===== config.mk =====
export PLATFORM = sky130hd
export DESIGN_NAME = framebuffer_arbiter
export DESIGN_NICKNAME = d
export VERILOG_FILES = /design/src/rtl/framebuffer_arbiter.sv
export SDC_FILE = /design/constraint.sdc
export NUM_CORES = 1
export LEC_CHECK = 0
export CORE_AREA = 2 2 107 83
export CTS_BUF_LIST = sky130_fd_sc_hd__clkbuf_16
export DETAILED_ROUTE_END_ITERATION = 8
export DIE_AREA = 0 0 109 85
export PLACE_DENSITY = 0.81
export SLEW_MARGIN = 40
export SYNTH_ARGS = -nofsm -noshare
export SYNTH_HDL_FRONTEND = slang
export SYNTH_SLANG_ARGS = --single-unit

===== constraint.sdc =====
create_clock -name i_clk_50mhz -period 5.9 [get_ports i_clk_50mhz]
set_input_delay 1.18 -clock i_clk_50mhz [delete_from_list [all_inputs] [get_ports i_clk_50mhz]]
set_output_delay 1.18 -clock i_clk_50mhz [all_outputs]
set_load 0.02 [all_outputs]

===== src/rtl/framebuffer_arbiter.sv =====
// Single-port framebuffer SRAM arbiter: video scan-out reads always win, free
// cycles go to the full-screen fill engine or to two round-robin write ports.
module framebuffer_arbiter #(
  parameter int ADDR_W = 17,
  parameter int DATA_W = 8
) (
  input  logic              i_clk_50mhz,
  input  logic              i_reset,
  input  logic              i_pix_strobe,
  input  logic [9:0]        i_x_pixel,
  input  logic [9:0]        i_y_pixel,
  input  logic              i_drawing,
  output logic [DATA_W-1:0] o_pixel,
  input  logic [1:0]        i_wr_valid,
  input  logic [ADDR_W-1:0] i_wr_addr0,
  input  logic [ADDR_W-1:0] i_wr_addr1,
  input  logic [DATA_W-1:0] i_wr_data0,
  input  logic [DATA_W-1:0] i_wr_data1,
  output logic [1:0]        o_wr_ready,
  input  logic              i_clear_start,
  input  logic [DATA_W-1:0] i_clear_colour,
  output logic              o_clear_busy,
  output logic              o_mem_en,
  output logic              o_mem_we,
  output logic [ADDR_W-1:0] o_mem_addr,
  output logic [DATA_W-1:0] o_mem_wdata,
  input  logic [DATA_W-1:0] i_mem_rdata
);
  localparam logic [ADDR_W-1:0] FB_WORDS = ADDR_W'(76800);
  localparam logic [ADDR_W-1:0] FB_LAST  = ADDR_W'(76799);

  typedef enum logic {IDLE, CLEAR} state_t;

  state_t            state, state_nxt;
  logic [ADDR_W-1:0] cnt, cnt_nxt;
  logic [DATA_W-1:0] colour, colour_nxt;
  logic              ptr;
  logic              vid, rd, free, fill_go;
  logic [ADDR_W-1:0] vaddr, waddr;
  logic [DATA_W-1:0] wdata;
  logic [1:0]        ready;
  logic [2:1]        stb_pipe, rd_pipe;
  logic              en_nxt, we_nxt;
  logic [ADDR_W-1:0] addr_nxt;
  logic [DATA_W-1:0] wdata_nxt;

  // A strobe inside the drawing window owns the slot even when off-screen.
  assign vid     = i_pix_strobe & i_drawing;
  assign free    = ~vid;
  assign rd      = vid & (i_x_pixel < 10'd640) & (i_y_pixel < 10'd480);
  assign vaddr   = ADDR_W'(i_y_pixel[9:1]) * ADDR_W'(320) + ADDR_W'(i_x_pixel[9:1]);
  assign fill_go = (state == CLEAR) & free;

  assign o_clear_busy = (state == CLEAR);

  always_comb begin
    ready = 2'b00;
    if (free && state == IDLE && !i_reset) begin
      ready[0] = i_wr_valid[0] & (~ptr | ~i_wr_valid[1]);
      ready[1] = i_wr_valid[1] & ( ptr | ~i_wr_valid[0]);
    end
  end
  assign o_wr_ready = ready;
  assign waddr = ready[1] ? i_wr_addr1 : i_wr_addr0;
  assign wdata = ready[1] ? i_wr_data1 : i_wr_data0;

  always_comb begin
    state_nxt  = state;
    cnt_nxt    = cnt;
    colour_nxt = colour;
    case (state)
      IDLE: if (i_clear_start) begin
        state_nxt  = CLEAR;
        cnt_nxt    = '0;
        colour_nxt = i_clear_colour;
      end
      CLEAR: if (free) begin
        if (cnt == FB_LAST) begin
          state_nxt = IDLE;
          cnt_nxt   = '0;
        end else begin
          cnt_nxt = cnt + 1'b1;
        end
      end
      default: state_nxt = IDLE;
    endcase
  end

  always_comb begin
    en_nxt    = 1'b0;
    we_nxt    = 1'b0;
    addr_nxt  = o_mem_addr;
    wdata_nxt = o_mem_wdata;
    if (rd) begin
      en_nxt   = 1'b1;
      addr_nxt = vaddr;
    end else if (fill_go) begin
      en_nxt    = 1'b1;
      we_nxt    = 1'b1;
      addr_nxt  = cnt;
      wdata_nxt = colour;
    end else if (|ready && waddr < FB_WORDS) begin
      en_nxt    = 1'b1;
      we_nxt    = 1'b1;
      addr_nxt  = waddr;
      wdata_nxt = wdata;
    end
  end

  always_ff @(posedge i_clk_50mhz or posedge i_reset) begin
    if (i_reset) begin
      state       <= IDLE;
      cnt         <= '0;
      colour      <= '0;
      ptr         <= 1'b0;
      stb_pipe    <= '0;
      rd_pipe     <= '0;
      o_pixel     <= '0;
      o_mem_en    <= 1'b0;
      o_mem_we    <= 1'b0;
      o_mem_addr  <= '0;
      o_mem_wdata <= '0;
    end else begin
      state       <= state_nxt;
      cnt         <= cnt_nxt;
      colour      <= colour_nxt;
      if (ready[0])      ptr <= 1'b1;
      else if (ready[1]) ptr <= 1'b0;
      stb_pipe    <= {stb_pipe[1], i_pix_strobe};
      rd_pipe     <= {rd_pipe[1], rd};
      // Read data lands two cycles after the strobe; blank strobes output black.
      if (stb_pipe[2]) o_pixel <= rd_pipe[2] ? i_mem_rdata : '0;
      o_mem_en    <= en_nxt;
      o_mem_we    <= we_nxt;
      o_mem_addr  <= addr_nxt;
      o_mem_wdata <= wdata_nxt;
    end
  end
endmodule

==> out/metrics.cfg, run 1 <==
[power]
p_leak_nw=2.55
power.density_nw_per_um2=263
cell_internal_pwr_w=0.00104
power_frac_seq_pct=38.3
pwr-share-clk_pct=34.4
netSwitchingFraction_pct=29.9
power_switching_w=0.000445
combinational_power_share_pct=27.3
total_power_consumption_w=0.00149
vdd_drop_max_uv=189

[sta]
period_needed_ns=4.60
grt_setup_unrepaired=false
layout_worst_path_cycle_share_pct=78.0
hold_viol_final=0
timing.max_slew.rel_slack_pct=52.5
worst_clock_skew_ns=0.00903
tightestPinTransition_ns=0.710
finalSetupTns_ns=0
max_freq_ghz=0.217
count_of_pins_over_their_slew_limit=0
setup_violations=0

[hold_path]
holdCritPathClass=register to register
timing.hold.worst_path_depth=0

[critical_path]
worstSetupPathType=input pin to output pin
critical_path.startpoint_type=input pin
critical_path_peak_fanout=14
worstPathRequired_ns=4.72
reg2regPathDepth=6
worstSetupEndpointType=output pin
critical_path_arrival_ns=3.42

[status]
status=complete, no violations

[logic_synthesis]
yosys.area.top_type=sky130_fd_sc_hd__dfrtp_1
combinational_family_with_the_most_area_after_synthesis=compound AO/OA/AOI/OAI gates
postSynth.topFlopCell=sky130_fd_sc_hd__dfrtp_1
synth_area_per_cell_um2=9.00
synth_cell_type_count=53
synth.yosys.seq_area_share_pct=41.2
post_synthesis_instance_total=445
syn_nets=558
yosys_warnings=0
synth_compound_area_share_pct=19.4
synthesis.area_um2=4010
synth-edff-count=0
post_synth_fa_ha_maj_area_fraction_pct=6.62
yosys.area_share.simple_pct=18.7
yosys_register_bits=66
yosys.area_share.xor_xnor_pct=3.50
asyncSetResetFlopFracSynth_pct=100
synthMuxAreaShare_pct=6.25
post-synth-top-area-fraction_pct=41.2
synth_area_leaders=sky130_fd_sc_hd__dfrtp_1 41%, sky130_fd_sc_hd__nand2_1 8.2%, sky130_fd_sc_hd__ha_1 5.6%

[floorplanning]
coreArea_um2=8240
design.die.area_um2=9270
die_height_um=85
chipWidth_um=109
floorplan.initialDensity_pct=48.6
std_cell_rows=29
top_level_ports=131

[routing]
drt_pre_antenna_iters=5
route.antenna.remaining_nets=0
detail_route.wirelength_um=11600
routed_via_density=5.75
drt_drc_violations_left=0
detail_route.wl_per_cell_um=17.1
via_count=3917
drt_iter0_drc=440

[global_route]
grt_max_degree=46
grt_pass1_vias=3754
grt_overflow=0
gr-usage-all-layers_pct=25.8
wire_length_of_the_first_global_routing_pass_um=18600
grt_antenna_before_repair=0

[final_layout]
multiInputGateArea_um2=2180
finish.net_count=682
antenna-diode-count=0
final-seq-area_um2=1650
layout_cells_sized_above_1_pct=5.58
fill_cells=650
synthToLayoutAreaGrowth_pct=41.1

[placement]
global_placer_s_final_weighted_congestion=0.949
detailedPlacementHpwl_um=8770
buffer_ports.inserted=128

[clock_tree]
cts-root-buf=sky130_fd_sc_hd__clkbuf_16
cts_setup_buffers=0
postCtsHoldBufs=0
ctsResizeCount=0
cts_max_level=3
path_clk_slew_ns=0.05
cts_max_path_buffers=2
insertion_delay_ns=0.33
cts_made_buffers=9
tritoncts=yes
clock_sinks=66

[run]
max-cap-violations=0

## synthesized netlist by cell type, types with 5 or more instances
library cell,number
sky130_fd_sc_hd__nand2_1,88
sky130_fd_sc_hd__dfrtp_1,66
sky130_fd_sc_hd__o21ai_0,36
sky130_fd_sc_hd__nor2_1,29
sky130_fd_sc_hd__inv_1,20
sky130_fd_sc_hd__ha_1,18
sky130_fd_sc_hd__mux2i_1,16
sky130_fd_sc_hd__a31oi_1,13
sky130_fd_sc_hd__clkbuf_1,13
sky130_fd_sc_hd__nand3_1,12
sky130_fd_sc_hd__xor2_1,11
sky130_fd_sc_hd__a21oi_1,9
sky130_fd_sc_hd__a221o_1,9
sky130_fd_sc_hd__mux2_2,8
sky130_fd_sc_hd__nand4_1,8
sky130_fd_sc_hd__o211ai_1,8
sky130_fd_sc_hd__and3_1,6
sky130_fd_sc_hd__o211a_1,6
sky130_fd_sc_hd__o221ai_1,6
sky130_fd_sc_hd__a21o_1,5
sky130_fd_sc_hd__xnor2_1,5
## routing by layer
layer  global-route usage, %  share of wire, %  up-vias
met5                       0                 0        -
met4                    8.62               2.1        0
met3                    5.84               8.4       24
met2                    40.0                45      192
met1                    35.8                44     1853
li1                        -                 -     1848
## layout make-up
type,instances,area share [%]
clock buffer,9,3.99
clock inverter,6,1.04
inverter,21,1.40
multi-input combinational,338,38.6
sequential,66,29.2
tap,108,2.39
timing repair buffer,133,23.3
## state kept, by name (all words and copies together), names as in the netlist
register and flops:
o_clear_busy 1, o_mem_en 1, o_mem_wdata 8, ptr 1
o_mem_addr 17, stb_pipe 2, o_pixel 8, colour 8
rd_pipe 2, o_mem_we 1, cnt 17
## power by group through the flow
stage          combinational [W]  clock [W]  sequential [W]
6_report                0.000406   0.000512        0.000569
5_1_grt                 0.000440   0.000541        0.000576
4_1_cts                 0.000406   0.000520        0.000568
3_5_place_dp            0.000403          0        0.000574
3_3_place_gp            0.000392          0        0.000572
2_1_floorplan           0.000187          0        0.000598
## critical path: stages
cell	delay, ns
sky130_fd_sc_hd__clkdlybuf4s50_1	0.46
sky130_fd_sc_hd__a211oi_2	0.24
sky130_fd_sc_hd__nand3_1	0.50
sky130_fd_sc_hd__clkinv_1	0.37
sky130_fd_sc_hd__clkdlybuf4s50_1	0.65
## final timing paths
kind                         startpoint              to  slack (ns)
setup reg to reg           o_clear_busy  o_mem_wdata[1]        2.70
max in group asynchronous       i_reset       colour[5]        3.66
hold reg to reg              rd_pipe[1]      rd_pipe[2]        0.35
setup / recovery                i_reset   o_wr_ready[1]        1.30
hold / removal               rd_pipe[1]      rd_pipe[2]        0.35
min in group asynchronous       i_reset         cnt[11]        1.28
## cells by family (layout without fill, tap and decap cells)
logic type                 count (synthesis)  after routing
xor gates and xnor gates                  16             16
adders and majority gates                 20             20
and+or+nand+nor                          167            167
buffers and inverters                     41            169
muxes                                     24             24
DFF                                       66             66
AOI/OAI and AO/OA                        111            111
## layout by cell type (no fill, tap or decap), types with 3 or more instances in the layout
master,Yosys,layout
sky130_fd_sc_hd__clkdlybuf4s50_1,0,128
sky130_fd_sc_hd__nand2_1,88,88
sky130_fd_sc_hd__dfrtp_1,66,66
sky130_fd_sc_hd__o21ai_0,36,36
sky130_fd_sc_hd__nor2_1,29,29
sky130_fd_sc_hd__inv_1,20,19
sky130_fd_sc_hd__ha_1,18,18
sky130_fd_sc_hd__mux2i_1,16,16
sky130_fd_sc_hd__a31oi_1,13,13
sky130_fd_sc_hd__nand3_1,12,12
sky130_fd_sc_hd__xor2_1,11,11
sky130_fd_sc_hd__a21oi_1,9,9
sky130_fd_sc_hd__a221o_1,9,9
sky130_fd_sc_hd__clkbuf_16,0,9
sky130_fd_sc_hd__nand4_1,8,8
sky130_fd_sc_hd__mux2_2,8,8
sky130_fd_sc_hd__o211ai_1,8,8
sky130_fd_sc_hd__and3_1,6,6
sky130_fd_sc_hd__o221ai_1,6,6
sky130_fd_sc_hd__o211a_1,6,6
sky130_fd_sc_hd__a21o_1,5,5
sky130_fd_sc_hd__xnor2_1,5,5
sky130_fd_sc_hd__buf_4,2,5
sky130_fd_sc_hd__nor2b_1,4,4
sky130_fd_sc_hd__nor3_1,4,4
sky130_fd_sc_hd__o31ai_1,4,4
sky130_fd_sc_hd__nand2b_1,3,3
sky130_fd_sc_hd__and2_1,3,3
sky130_fd_sc_hd__a211oi_1,3,3
## metrics by stage
step                      util (%)  instance area [um^2]  worst slack, ns  hold slack, ns  std cells
final                         68.6                  5650             1.30           0.350        681
after detailed placement      65.2                  5370             1.29           0.336        666
after floorplan                  -                  4010             1.88           0.331        445
after CTS                     68.6                  5650             1.29           0.348        681
after global placement        65.2                  5370             1.33           0.332        666
after global routing          68.6                  5650             1.05           0.360        681
No activity file was read; power rests on OpenSTA's default activity.
==> inputs of run 2 (changes only) <==
--- a/config.mk
+++ b/config.mk
@@ -5,11 +5,11 @@
 export SDC_FILE = /design/constraint.sdc
 export NUM_CORES = 1
 export LEC_CHECK = 0
-export CORE_AREA = 2 2 107 83
+export CORE_AREA = 2 2 110 85
 export CTS_BUF_LIST = sky130_fd_sc_hd__clkbuf_16
 export DETAILED_ROUTE_END_ITERATION = 8
-export DIE_AREA = 0 0 109 85
-export PLACE_DENSITY = 0.81
+export DIE_AREA = 0 0 112 87
+export PLACE_DENSITY = 0.78
 export SLEW_MARGIN = 40
 export SYNTH_ARGS = -nofsm -noshare
 export SYNTH_HDL_FRONTEND = slang
==> constraint.sdc (replaced) <==
create_clock -name i_clk_50mhz -period 4.59 [get_ports i_clk_50mhz]
set_input_delay 0.918 -clock i_clk_50mhz [delete_from_list [all_inputs] [get_ports i_clk_50mhz]]
set_output_delay 0.918 -clock i_clk_50mhz [all_outputs]
set_load 0.02 [all_outputs]
==> out/metrics.cfg, run 2 (synthesized netlist as in run 1, its figures left out) <==
[clock_tree]
cts_made_buffers=9
cts_setup_buffers=0
insertion_delay_ns=0.33
cts_max_level=3
path_clk_slew_ns=0.06
ctsResizeCount=0
tritoncts=yes
postCtsHoldBufs=0
cts_max_path_buffers=2
cts-root-buf=sky130_fd_sc_hd__clkbuf_16
clock_sinks=66

[final_layout]
antenna-diode-count=0
final_cell_mix=128 x sky130_fd_sc_hd__clkdlybuf4s50_1, 88 x sky130_fd_sc_hd__nand2_1, 66 x sky130_fd_sc_hd__dfrtp_1, 36 x sky130_fd_sc_hd__o21ai_0, 29 x sky130_fd_sc_hd__nor2_1
synthToLayoutAreaGrowth_pct=42.5
post-route-util_pct=65.0
final_common_cell=sky130_fd_sc_hd__clkdlybuf4s50_1
layout_cells_sized_above_1_pct=5.90
finish.net_count=684
reg_top3=cnt (17), o_mem_addr (17)

[power]
vdd_drop_max_uv=237
total_power_consumption_w=0.00199
p_leak_nw=2.59
power.density_nw_per_um2=349

[critical_path]
cp_cell_sequence=clkdlybuf4s50_1 > a211oi_2 > nand3_1 > clkinv_1 > clkdlybuf4s50_1
worstSetupPathType=input pin to output pin
critical_path.startpoint_type=input pin
critical-path-top-delay-family=buffers and inverters
r2r_start=o_clear_busy
worstPathRequired_ns=3.67
critical_path_buf_inv_count=3
critical_path_arrival_ns=2.81
crit_path_top_delay_cell=sky130_fd_sc_hd__clkdlybuf4s50_1
critical_path_peak_fanout=10
worstReg2RegEnd=o_mem_addr[15]
reg2regPathDepth=7
max_stage_delay_on_crit_path_ns=0.64
worstSetupEndpointType=output pin
ff2ff_setup_slack_ns=1.83
critical_path.most_common_cell=sky130_fd_sc_hd__clkdlybuf4s50_1

[hold_path]
timing.hold.worst_endpoint=rd_pipe[2]
timing.hold.worst_path_depth=0
holdCritPathClass=register to register
hp-start=rd_pipe[1]

[routing]
drt_pre_antenna_iters=5
routed_via_density=5.56
detail_route.wl_per_cell_um=16.9
drt_iter0_drc=298
drt_drc_violations_left=0
detail_route.wirelength_um=11600
route.antenna.remaining_nets=0
via_count=3827

[sta]
fin_hold_ws_ns=0.342
hold_viol_final=0
layout_worst_path_cycle_share_pct=81.2
layout_setup_ws_ns=0.862
count_of_pins_over_their_slew_limit=0
timing.max_slew.rel_slack_pct=48.4
finalSetupTns_ns=0
setup_violations=0
grt_setup_unrepaired=false
period_needed_ns=3.73
worst_clock_skew_ns=0.00917
tightestPinTransition_ns=0.772
max_freq_ghz=0.268

[global_route]
grt_max_degree=67
gr-usage-all-layers_pct=24.3
wire_length_of_the_first_global_routing_pass_um=18800
grt_overflow=0
grt_antenna_before_repair=0
grt_pass1_vias=3748

[run]
max-cap-violations=0

[floorplanning]
die_height_um=87
coreArea_um2=8780
chipWidth_um=112
std_cell_rows=30
floorplan.initialDensity_pct=45.6
top_level_ports=131
design.die.area_um2=9740

[placement]
buffer_ports.inserted=128
pre_cts_ws_ns=0.678
global_placer_s_final_weighted_congestion=0.912
detailedPlacementHpwl_um=8800

[status]
status=complete, no violations

==> run 2: how the worst max path moves through the flow <==
stage,start,endpoint,slack [ns],cells after the start
final,i_reset,o_wr_ready[1],0.86,5
after global routing,i_reset,o_wr_ready[1],0.78,5
after CTS,i_pix_strobe,o_wr_ready[1],0.88,5
after detailed placement,i_y_pixel[2],o_mem_addr[15],0.68,10
after global placement,i_y_pixel[2],o_mem_addr[15],0.68,10
after floorplan,i_reset,o_mem_wdata[0],0.83,6
==> run 2: metrics by stage <==
step / cell area, um^2 / cells
floorplan: 4010 / 445
global placement: 5390 / 672
detailed placement: 5390 / 672
CTS: 5700 / 688
global route: 5710 / 688
finish: 5710 / 688
==> run 2: report_power, final <==
part	leakage [nW]	switching, W	internal, W
Sequential	0.847	0.0000748	0.000658
Combinational	1.58	0.000252	0.000268
Clock	0.155	0.000261	0.000475
==> run 2: metal layers <==
layer | track usage (%) | wire, um
met1 | 32.6 | 5130
met2 | 40.1 | 5290
met3 | 6.40 | 1100
met4 | 5.43 | 129
met5 | 0 | 0
==> run 2: final cells by class <==
class / instances / area [um^2]
Fill cell: 723 / 3080
Multi-Input combinational cell: 338 / 2180
Sequential cell: 66 / 1650
Timing Repair Buffer: 135 / 1340
Clock buffer: 9 / 225
Tap cell: 112 / 140
Clock inverter: 7 / 92.6
Inverter: 21 / 78.8
==> inputs of run 3 (changes only) <==
==> constraint.sdc (replaced) <==
create_clock -name i_clk_50mhz -period 3.8 [get_ports i_clk_50mhz]
set_input_delay 0.76 -clock i_clk_50mhz [delete_from_list [all_inputs] [get_ports i_clk_50mhz]]
set_output_delay 0.76 -clock i_clk_50mhz [all_outputs]
set_load 0.02 [all_outputs]
==> out/metrics.cfg, run 3 (synthesized netlist as in run 1, its figures left out) <==
[global_route]
grt_pass1_vias=3691
grt_max_degree=42
grt_overflow=0
gr-usage-all-layers_pct=24.1
wire_length_of_the_first_global_routing_pass_um=18400
grt_antenna_before_repair=0

[power]
power_frac_seq_pct=36.5
p_leak_nw=2.61
power_switching_w=0.000712
power.density_nw_per_um2=420
combinational_power_share_pct=26.3
cell_internal_pwr_w=0.00170
netSwitchingFraction_pct=29.5
vdd_drop_max_uv=250
pwr-share-clk_pct=37.2

[clock_tree]
cts_max_level=3
postCtsHoldBufs=0
path_clk_slew_ns=0.06
cts_setup_buffers=0
insertion_delay_ns=0.32
clock_sinks=66
cts_made_buffers=9
tritoncts=yes
cts_max_path_buffers=2
ctsResizeCount=0
cts-root-buf=sky130_fd_sc_hd__clkbuf_16

[final_layout]
layout_cells_sized_above_1_pct=7.06
antenna-diode-count=0
reg_top3=cnt (17), o_mem_addr (17)
synthToLayoutAreaGrowth_pct=43.6
final_common_cell=sky130_fd_sc_hd__clkdlybuf4s50_1
postLayoutCellArea_um2=5750
finish.net_count=689
fill_cells=700
final_cell_mix=128 x sky130_fd_sc_hd__clkdlybuf4s50_1, 88 x sky130_fd_sc_hd__nand2_1, 66 x sky130_fd_sc_hd__dfrtp_1, 36 x sky130_fd_sc_hd__o21ai_0, 29 x sky130_fd_sc_hd__nor2_1

[floorplanning]
top_level_ports=131
floorplan.initialDensity_pct=45.6
chipWidth_um=112
std_cell_rows=30
coreArea_um2=8780
design.die.area_um2=9740
die_height_um=87

[sta]
layout_worst_path_cycle_share_pct=90.9
hold_viol_final=0
tightestPinTransition_ns=0.759
count_of_pins_over_their_slew_limit=0
period_needed_ns=3.45
setup_violations=0
grt_setup_unrepaired=false
timing.max_slew.rel_slack_pct=49.2
worst_clock_skew_ns=0.00478
finalSetupTns_ns=0
max_freq_ghz=0.290

[routing]
drt_iter0_drc=260
drt_pre_antenna_iters=5
drt_drc_violations_left=0
detail_route.wl_per_cell_um=16.8
route.antenna.remaining_nets=0
detail_route.wirelength_um=11700
via_count=3910
routed_via_density=5.64

[critical_path]
critical_path_arrival_ns=3.66
critical_path.startpoint_type=input pin
worstPathRequired_ns=4.01
worstSetupPathType=input pin to register
worstSetupEndpointType=register
critical_path_peak_fanout=3

[placement]
buffer_ports.inserted=128
detailedPlacementHpwl_um=9030
place_area_um2=5420
global_placer_s_final_weighted_congestion=0.894

[hold_path]
holdCritPathClass=register to register

[run]
max-cap-violations=0

[status]
status=complete, no violations

run 3: metal layers:
layer  vias up  routed length (um)  global-route usage, %
met4         0                 127                   6.87
met1      1855                5360                   33.2
met5         -                   0                      0
li1       1873                   -                      -
met2       168                5290                   39.0
met3        14                 894                   5.01
run 3: cell type report:
class                   instances  area (um^2)  area share [%]
inverters                      21         78.8            1.37
well taps                     112          140            2.44
clock inverters                 7          101            1.76
clock buffers                   9          225            3.92
repair buffers                140         1370            23.8
multi-input cells             338         2180            37.9
flip-flops and latches         66         1650            28.7
run 3: final timing paths:
check / from / slack [ns] / cells past startpoint / to
worst max-delay path: i_y_pixel[2] / 0.35 / 11 / o_mem_addr[15]
max in group asynchronous: i_reset / 2.43 / 3 / o_mem_wdata[2]
min in group asynchronous: i_reset / 0.93 / 3 / cnt[10]
worst max register to register: o_clear_busy / 1.19 / 6 / o_mem_wdata[6]
worst min register to register: stb_pipe[1] / 0.35 / 0 / stb_pipe[2]
worst min-delay path: stb_pipe[1] / 0.35 / 0 / stb_pipe[2]
run 3: worst max-delay path: stages:
cell	delay, ns
sky130_fd_sc_hd__clkdlybuf4s50_1	0.45
sky130_fd_sc_hd__ha_1	0.31
sky130_fd_sc_hd__ha_1	0.24
sky130_fd_sc_hd__fa_1	0.42
sky130_fd_sc_hd__xor2_1	0.24
sky130_fd_sc_hd__nand2_1	0.11
sky130_fd_sc_hd__nor4_1	0.40
sky130_fd_sc_hd__buf_4	0.19
sky130_fd_sc_hd__nand3_1	0.08
sky130_fd_sc_hd__xnor2_1	0.15
sky130_fd_sc_hd__a221o_1	0.30
run 3: power by group through the flow:
stage	Sequential (W)	Clock [W]	Combinational (W)
after CTS	0.000881	0.000904	0.000637
final	0.000882	0.000898	0.000634
after global placement	0.000889	0	0.000618
after global routing	0.000895	0.000944	0.000686
after detailed placement	0.000890	0	0.000634
after floorplan	0.000929	0	0.000291
run 3: per-stage QoR:
stage | total power [W] | hold slack (ns) | utilization [%] | setup slack [ns] | instances
floorplan | 0.00122 | 0.331 | - | 0.201 | 445
global placement | 0.00151 | 0.333 | 61.8 | 0.0703 | 677
detailed placement | 0.00152 | 0.341 | 61.8 | 0.0691 | 677
CTS | 0.00242 | 0.354 | 65.5 | 0.377 | 693
global route | 0.00253 | 0.366 | 65.5 | 0.174 | 693
finish | 0.00241 | 0.352 | 65.5 | 0.347 | 693
